$ cat src/rtl/negate_32bit.sv
`default_nettype none
// ============================================================================
// Module      : negate_32bit
// Description : Conditional 32-bit two's-complement negation.
//               data_out = negate ? (~data_in + 1) : data_in
//               Implemented as a conditional invert followed by a ripple
//               increment whose carry-in is the negate flag.
// Ports       : data_in   [31:0] in   value to pass through or negate
//               negate           in   1 = negate, 0 = pass through
//               data_out  [31:0] out  result (combinational)
// Revision    : 1.0 - initial release
// ============================================================================
module negate_32bit (
    input  logic [31:0] data_in,
    input  logic        negate,
    output logic [31:0] data_out
);

    logic [31:0] w_inv;
    logic [32:0] w_carry;

    assign w_inv      = negate ? ~data_in : data_in;
    assign w_carry[0] = negate;

    // Ripple increment: adding the carry-in (the negate flag) to the
    // inverted value completes the two's-complement.
    genvar gi;
    generate
        for (gi = 0; gi < 32; gi = gi + 1) begin : g_bit
            assign data_out[gi]    = w_inv[gi] ^ w_carry[gi];
            assign w_carry[gi + 1] = w_inv[gi] & w_carry[gi];
        end
    endgenerate

endmodule
`default_nettype wire

$ cat src/rtl/div_32bit.sv
`default_nettype none
// ============================================================================
// Module      : div_32bit
// Description : Multi-cycle signed 32-bit integer divider (quotient only).
//               Operand magnitudes are formed with negate_32bit stages, a
//               32-iteration restoring division runs on the magnitudes, and
//               the quotient is negated when the operand signs differ.
//               Result is truncated toward zero; divide by zero returns 0
//               with the exception flag set. Latency: 33 clocks from the
//               sampling edge to data_resultRDY.
// Ports       : clock                 in   system clock (rising edge)
//               reset                 in   asynchronous active-high reset
//               ctrl_DIV              in   start pulse, samples operands
//               data_operandA  [31:0] in   dividend (signed)
//               data_operandB  [31:0] in   divisor  (signed)
//               data_result    [31:0] out  signed quotient
//               data_exception        out  1 = divide by zero
//               data_resultRDY        out  one-cycle result-valid pulse
// Revision    : 1.0 - initial release
// ============================================================================
module div_32bit (
    input  logic        clock,
    input  logic        reset,
    input  logic        ctrl_DIV,
    input  logic [31:0] data_operandA,
    input  logic [31:0] data_operandB,
    output logic [31:0] data_result,
    output logic        data_exception,
    output logic        data_resultRDY
);

    typedef enum logic [1:0] {
        S_IDLE = 2'd0,
        S_RUN  = 2'd1,
        S_DONE = 2'd2
    } state_t;

    // Counter value on the edge that performs the final (32nd) iteration.
    localparam logic [5:0] c_LAST_ITER = 6'd31;

    state_t      r_state;
    state_t      w_state_next;

    logic [5:0]  r_count;
    logic [31:0] r_rem;        // partial remainder R
    logic [31:0] r_quo;        // dividend magnitude shifting out / quotient in
    logic [31:0] r_mag_b;      // divisor magnitude
    logic        r_sign_q;
    logic        r_dbz;

    logic [31:0] w_mag_a;
    logic [31:0] w_mag_b;
    logic [31:0] w_quo_signed;
    logic [63:0] w_shift;
    logic [32:0] w_diff;

    // ------------------------------------------------------------------------
    // Magnitude and sign-correction stages
    // ------------------------------------------------------------------------
    negate_32bit u_neg_a (
        .data_in  (data_operandA),
        .negate   (data_operandA[31]),
        .data_out (w_mag_a)
    );

    negate_32bit u_neg_b (
        .data_in  (data_operandB),
        .negate   (data_operandB[31]),
        .data_out (w_mag_b)
    );

    negate_32bit u_neg_q (
        .data_in  (r_quo),
        .negate   (r_sign_q),
        .data_out (w_quo_signed)
    );

    // ------------------------------------------------------------------------
    // One restoring-division step. R < |B| <= 2^31 holds before every step,
    // so the shifted remainder always fits in 32 bits and the 33-bit subtract
    // sign bit alone tells whether |B| fits.
    // ------------------------------------------------------------------------
    assign w_shift = {r_rem, r_quo} << 1;
    assign w_diff  = {1'b0, w_shift[63:32]} - {1'b0, r_mag_b};

    // ------------------------------------------------------------------------
    // FSM state register
    // ------------------------------------------------------------------------
    always_ff @(posedge clock or posedge reset) begin
        if (reset) begin
            r_state <= S_IDLE;
        end else begin
            r_state <= w_state_next;
        end
    end

    // ------------------------------------------------------------------------
    // FSM next-state logic. A start pulse in any state (re)starts the
    // operation, discarding whatever was in flight.
    // ------------------------------------------------------------------------
    always_comb begin
        w_state_next = r_state;
        if (ctrl_DIV) begin
            w_state_next = S_RUN;
        end else begin
            case (r_state)
                S_IDLE:  w_state_next = S_IDLE;
                S_RUN:   w_state_next = (r_count == c_LAST_ITER) ? S_DONE : S_RUN;
                S_DONE:  w_state_next = S_IDLE;
                default: w_state_next = S_IDLE;
            endcase
        end
    end

    // ------------------------------------------------------------------------
    // Datapath and output registers
    // ------------------------------------------------------------------------
    always_ff @(posedge clock or posedge reset) begin
        if (reset) begin
            r_count        <= 6'd0;
            r_rem          <= 32'd0;
            r_quo          <= 32'd0;
            r_mag_b        <= 32'd0;
            r_sign_q       <= 1'b0;
            r_dbz          <= 1'b0;
            data_result    <= 32'd0;
            data_exception <= 1'b0;
            data_resultRDY <= 1'b0;
        end else begin
            // Ready is a single-cycle pulse; only the DONE edge raises it.
            data_resultRDY <= 1'b0;

            if (ctrl_DIV) begin
                r_rem    <= 32'd0;
                r_quo    <= w_mag_a;
                r_mag_b  <= w_mag_b;
                r_sign_q <= data_operandA[31] ^ data_operandB[31];
                r_dbz    <= (data_operandB == 32'd0);
                r_count  <= 6'd0;
            end else begin
                case (r_state)
                    S_RUN: begin
                        if (!w_diff[32]) begin
                            r_rem <= w_diff[31:0];
                            r_quo <= {w_shift[31:1], 1'b1};
                        end else begin
                            r_rem <= w_shift[63:32];
                            r_quo <= {w_shift[31:1], 1'b0};
                        end
                        r_count <= r_count + 6'd1;
                    end
                    S_DONE: begin
                        data_result    <= r_dbz ? 32'd0 : w_quo_signed;
                        data_exception <= r_dbz;
                        data_resultRDY <= 1'b1;
                    end
                    default: begin
                        // IDLE: hold results until the next DONE or reset.
                    end
                endcase
            end
        end
    end

endmodule
`default_nettype wire

$ cat config.mk
export PLATFORM = sky130hd
export DESIGN_NAME = div_32bit
export DESIGN_NICKNAME = d
export VERILOG_FILES = /design/src/rtl/negate_32bit.sv /design/src/rtl/div_32bit.sv
export SDC_FILE = /design/constraint.sdc
export NUM_CORES = 1
export LEC_CHECK = 0
export ABC_AREA = 1
export BUFFER_PORTS_ARGS = -buffer_cell sky130_fd_sc_hd__buf_2
export CAP_MARGIN = 40
export CORE_MARGIN = 4
export CORE_UTILIZATION = 51
export DETAILED_ROUTE_END_ITERATION = 10
export PLACE_DENSITY = 0.71
export SYNTH_ARGS = -nofsm -noshare
export SYNTH_HDL_FRONTEND = slang
export SYNTH_SLANG_ARGS = --single-unit
$ cat constraint.sdc
create_clock -name clock -period 6.87 [get_ports clock]
set_clock_uncertainty 0.1 [all_clocks]
set_input_delay 0 -clock clock [delete_from_list [all_inputs] [get_ports clock]]
set_output_delay 0 -clock clock [all_outputs]
set_load 0.02 [all_outputs]
== Yosys cells after proc, flatten, opt, wreduce, memory -nomap -nowiden ==
Cells that the tools add are included.

* Add/sub/neg operators: 2
* Eq/ne operators: 3
* Multiplexer cells: 17
* Bitwise gates (word level): 194
* Reductions and logical operators: 3

{| class="wikitable"
|+ Operators with widths
! cell !! count
|-
| $mux 32 || 6
|-
| $xor 1x1->1 || 97
|-
| $not 32->32 || 3
|-
| $and 1x1->1 || 93
|-
| $mux 31 || 3
|-
| $sub 32x32->33 || 1
|-
| $logic_not 32->1 || 1
|-
| $mux 6 || 2
|-
| $add 6x1->6 const B || 1
|-
| $eq 6x5->1 const B || 1
|-
| $mux 2 || 3
|-
| $mux 1 || 3
|-
| $eq 2x1->1 const B || 1
|-
| $eq 2x2->1 const B || 1
|-
| $reduce_and 2->1 || 1
|-
| $reduce_bool 2->1 || 1
|-
| $not 1->1 || 1
|}

* Register bits after elaboration: 139
* Bits of input ports: 67
* Output and inout port bits: 34
* Word-level logic and storage cells: 229

== Depth between registers and ports, before layout ==
* Word-level depth: 35
* Depth in mapped cells: 35
* Mapped depth without buffers: 34

== Hierarchy ==
A second synthesis with hierarchy kept.

* Cells, all modules: 1,374
* Area total of the unflattened synthesis: 10,661.5 sq um

{| class="wikitable"
|+ By module, submodules not included
! module !! times used !! cells an instance !! area each (sq um) !! sequential area each (sq um)
|-
| div_32bit || 1 || 1,146 || 8,353.0 || 3,478.3
|-
| negate_32bit || 3 || 76 || 769.5 || 0.0
|}

== Least setup slack after synthesis ==
Ideal clock, no wire load.

* Kind: reg2reg
* Start point: register r_sign_q
* End point: register data_result[30]
* Setup time: 121 ps
* Arrival time: 6,357 ps
* Required time: 6,649 ps
* Path slack: 292 ps
* Cell stages (with the launch flop): 35
* Path buffers: 2
* Period minus slack after synthesis: 6,578 ps
* Path through: dfrtp_1 > clkbuf_1 > buf_2 > xor2_1 > ha_1 > ha_1 > ha_1 > ha_1 > ha_1 > ha_1 > ha_1 > ha_1 > ha_1 > ha_1 > ha_1 > ha_1 > ha_1 > ha_1 > ha_1 > ha_1 > ha_1 > ha_1 > ha_1 > ha_1 > ha_1 > ha_1 > ha_1 > ha_1 > ha_1 > ha_1 > ha_1 > ha_1 > ha_1 > ha_1 > a22o_1

* Cells in the longest elaborated chain, start to end: 33

{| class="wikitable"
|+ RTL lines
! what !! RTL line !! RTL
|-
| start: declaration || div_32bit.sv:48 || <nowiki>logic r_sign_q;</nowiki>
|-
| start signal: assignment || div_32bit.sv:137 || <nowiki>r_sign_q <= data_operandA[31] ^ data_operandB[31];</nowiki>
|-
| $mux 32 || negate_32bit.sv:22 || <nowiki>assign w_inv = negate ? ~data_in : data_in;</nowiki>
|-
| $and 1x1->1 (30 in a row) || negate_32bit.sv:31 || <nowiki>assign w_carry[gi + 1] = w_inv[gi] & w_carry[gi];</nowiki>
|-
| $xor 1x1->1 * || negate_32bit.sv:30 || <nowiki>assign data_out[gi] = w_inv[gi] ^ w_carry[gi];</nowiki>
|-
| $mux 32 * || div_32bit.sv:153 || <nowiki>data_result <= r_dbz ? 32'd0 : w_quo_signed;</nowiki>
|-
| end signal: assignment || div_32bit.sv:153 ||
|-
| end: declaration || div_32bit.sv:27 || <nowiki>output logic [31:0] data_result,</nowiki>
|}

Every way passes the cells marked *; elsewhere a longest branch is shown, timed or not.
A chain may end at the register's enable or synchronous reset.

== Final worst setup path ==
Ends and elaborated chain as after synthesis.

==> flow_summary.json <==
{
  "outcome": "completed",
  "worst_hold_path_type": "input pin to flop",
  "ys_top_cells_by_area": "sky130_fd_sc_hd__dfrtp_1 (33%), sky130_fd_sc_hd__ha_1 (15%), sky130_fd_sc_hd__nand2_1 (13%)",
  "grt_start_max_net_pins": 97,
  "drt_first_iter_violations": 485,
  "worst_reg2reg_path_startpoint": "r_sign_q",
  "areaGrowthSynthToFinish_pct": 13.3,
  "finalNetCount": 1643,
  "synth_edf_count": 0,
  "timing.critical_path.from_type": "flop",
  "leakagePower_nw": 6.75,
  "floorplan.die.height_um": 151,
  "cts_sink_cnt": 139,
  "worstSetupPathType": "flop to flop",
  "synth_simple_gate_area_share_pct": 22.6,
  "synth_top_family_by_area": "simple AND/OR/NAND/NOR gates",
  "most_frequent_cells_after_synthesis": "sky130_fd_sc_hd__nand2_1 (375), sky130_fd_sc_hd__inv_1 (210), sky130_fd_sc_hd__dfrtp_1 (139)",
  "detailed_place.area_um2": 11200,
  "syn_nets": 1551,
  "synth_mux_area_share_pct": 0,
  "path_delay_family": "adder cells",
  "share_of_the_synthesized_area_in_compound_gates_ao_oa_aoi_oai_pct": 9.82,
  "max_stage_delay_ps": 440,
  "slew_headroom_pct": 41.1,
  "first_pass_grt_wire_length_mm": 42.5,
  "synth-seq-area-share_pct": 33.3,
  "post-synth-top-count-cell": "sky130_fd_sc_hd__nand2_1",
  "parity_gate_share_of_the_synthesized_area_counting_xor_and_xnor_cells_pct": 8.98,
  "ctsHtreeMaxLevel": 4,
  "die_width_um": 151,
  "tightestPinTransition_ps": 884,
  "core_outline_area_um2": 20200,
  "number_of_global_route_vias_before_repair": 8767,
  "clk_root_buffer_cell": "sky130_fd_sc_hd__clkbuf_16",
  "min_period_over_period_pct": 96.2,
  "peakVddDrop_uv": 147,
  "initial_standard_cell_utilization_of_the_core_pct": 51.8,
  "placement.setup.worst_slack_ps": 163,
  "cp_num_buf_inv": 0,
  "critical_path_most_common_cell": "sky130_fd_sc_hd__ha_1",
  "dpl.hpwl_mm": 18.9,
  "placement.io_buffers": 100,
  "finalSetupTns_ps": 0,
  "critical_path_required_ps": 7080,
  "post-route-worst-setup-slack_ps": 262,
  "dominant_synthesized_flop_cell": "sky130_fd_sc_hd__dfrtp_1",
  "grt_util_all_layers_pct": 23.3,
  "critPathCaptureType": "flop",
  "final_slew_violations": 0,
  "grt_setup_unrepaired": "no",
  "clock_latency_ps": 430,
  "ys_types": 35,
  "worstPathArrival_ps": 6820,
  "fmax_ghz": 0.151,
  "synth_area_um2": 10400,
  "routed_wirelength_mm": 25.7,
  "antenna_violating_nets_post_route": 0,
  "synth.ff_latch_count": 139,
  "finalSetupViolCount": 0,
  "synth_top_area_share_pct": 33.3,
  "drt-wirelength-per-cell_um": 14.9,
  "route.detailed.vias_per_inst": 5.18,
  "max-clock-path-buffers": 2,
  "remaining_overflow_grt": 0,
  "final.min_clock_period_ps": 6610,
  "critical_path.slowest_cell": "sky130_fd_sc_hd__dfrtp_2",
  "floorplan.rows": 52,
  "cts_made_buffers": 17,
  "syn-mean-instance-area_um2": 7.70,
  "final_layout_size_suffix_gt1_share_pct": 11.5,
  "yosys.area_share.adder_pct": 15.4,
  "globalplace.congestion": 0.918,
  "route.detailed.drc": 0,
  "num_vias": 8969,
  "syn_inst": 1356,
  "num_io_pins": 101,
  "timing.final.hold_violations": 0,
  "final_area_um2": 11800,
  "max-cap-violations": 0,
  "startpoint": "r_sign_q",
  "timing.critical_path.fanout_max": 4,
  "antenna_found_initial": 0,
  "power_per_cell_area_nw_per_um2": 299,
  "die_area_um2": 22800,
  "synth_warnings": 0,
  "clk_pin_slew_ps": 70,
  "synth-async-reset-ratio_pct": 100,
  "synth.largest_area_cell": "sky130_fd_sc_hd__dfrtp_1",
  "drt_pass1_iterations": 5,
  "worst_hold_startpoint": "data_operandB[18]",
  "tritoncts": "done"
}
-- cell type report --
class / count / area, um2
fill: 1814 / 8340
sequential: 139 / 3480
antenna: 1 / 2.50
clock inverter: 14 / 129
clock buffer: 18 / 429
inverter: 213 / 805
tap: 270 / 338
multi-input combinational: 955 / 5930
timing repair buffer: 122 / 712
-- layer usage --
| metal | track usage, % | vias up | routed length, um |
|---|---|---|---|
| met5 | 0 | - | 0 |
| met4 | 6.26 | 0 | 453 |
| met3 | 3.83 | 30 | 1220 |
| met2 | 39.9 | 210 | 12200 |
| met1 | 30.6 | 4187 | 11900 |
| li1 | - | 4542 | - |
-- layout by cell type, fill, tap and decap left out, types with 12 or more instances in the layout --
cell,netlist,layout
sky130_fd_sc_hd__a21oi_1,22,22
sky130_fd_sc_hd__a22o_1,31,31
sky130_fd_sc_hd__a22oi_1,13,13
sky130_fd_sc_hd__buf_2,20,100
sky130_fd_sc_hd__clkbuf_16,0,17
sky130_fd_sc_hd__dfrtp_1,139,138
sky130_fd_sc_hd__ha_1,127,127
sky130_fd_sc_hd__inv_1,210,209
sky130_fd_sc_hd__nand2_1,375,375
sky130_fd_sc_hd__nand3_1,88,88
sky130_fd_sc_hd__nand3b_1,12,12
sky130_fd_sc_hd__nor2_1,50,49
sky130_fd_sc_hd__o211ai_1,13,13
sky130_fd_sc_hd__o21ai_0,53,52
sky130_fd_sc_hd__o21ai_1,17,18
sky130_fd_sc_hd__xnor2_1,12,12
sky130_fd_sc_hd__xor2_1,95,95
-- registers in the layout, summed over array words and instances, names as in the netlist, 2 cells and up --
| signal | cells |
|---|---|
| r_quo | 32 |
| data_result | 32 |
| r_count | 6 |
| r_mag_b | 32 |
| r_rem | 31 |
| r_state | 2 |
-- power by group --
group	leakage (nW)	switching [W]	internal (W)
combinational	4.71	0.00106	0.000588
sequential	1.79	0.0000759	0.000936
clock	0.258	0.000400	0.000476
total	6.75	0.00153	0.00200
-- tightest hold or removal path: cells and delay by family --
family	cells	cell delay, ps
fa+ha+maj	1	140
xor+xnor	1	130
buf+inv	1	110
compound gates	1	50
simple gates	1	40
-- through the flow --
stage	utilization, %	hold WS [ps]	cells	total power, W
4_1_cts	58.6	1.03	1730	0.00354
3_5_place_dp	55.4	7.91	1689	0.00264
3_3_place_gp	55.2	9.95	1688	0.00262
5_1_grt	58.6	38.0	1731	0.00384
2_1_floorplan	-	78.8	1356	0.00228
6_report	58.6	6.96	1732	0.00353
-- kinds of logic (layout without fill, tap and decap cells) --
family | count (synthesis) | after routing
AO/OA/AOI/OAI | 160 | 160
AND/OR/NAND/NOR | 560 | 560
other | 0 | 1
adder cells (fa/ha/maj) | 128 | 128
XOR/XNOR | 107 | 107
buffers and inverters | 262 | 367
flip-flops | 139 | 139
-- path summary, 6_finish.rpt --
| kind | to | slack (ps) | cells past startpoint |
|---|---|---|---|
| setup / recovery | data_result[30] | 260 | 32 |
| hold / removal | r_mag_b[18] | 7 | 5 |
| setup reg to reg | data_result[30] | 260 | 32 |
| hold reg to reg | data_resultRDY | 380 | 1 |
| max in group asynchronous | r_mag_b[22] | 5480 | 5 |
| min in group asynchronous | data_result[27] | 90 | 3 |
-- repair_timing --
item,CTS,global route
endpoints found under the hold margin,67,0
setup endpoints to repair,0,2
buffers inserted,0,1
gates resized for setup,0,3
hold buffers,9,0
Note: power is estimated with default switching activity, not from simulation.
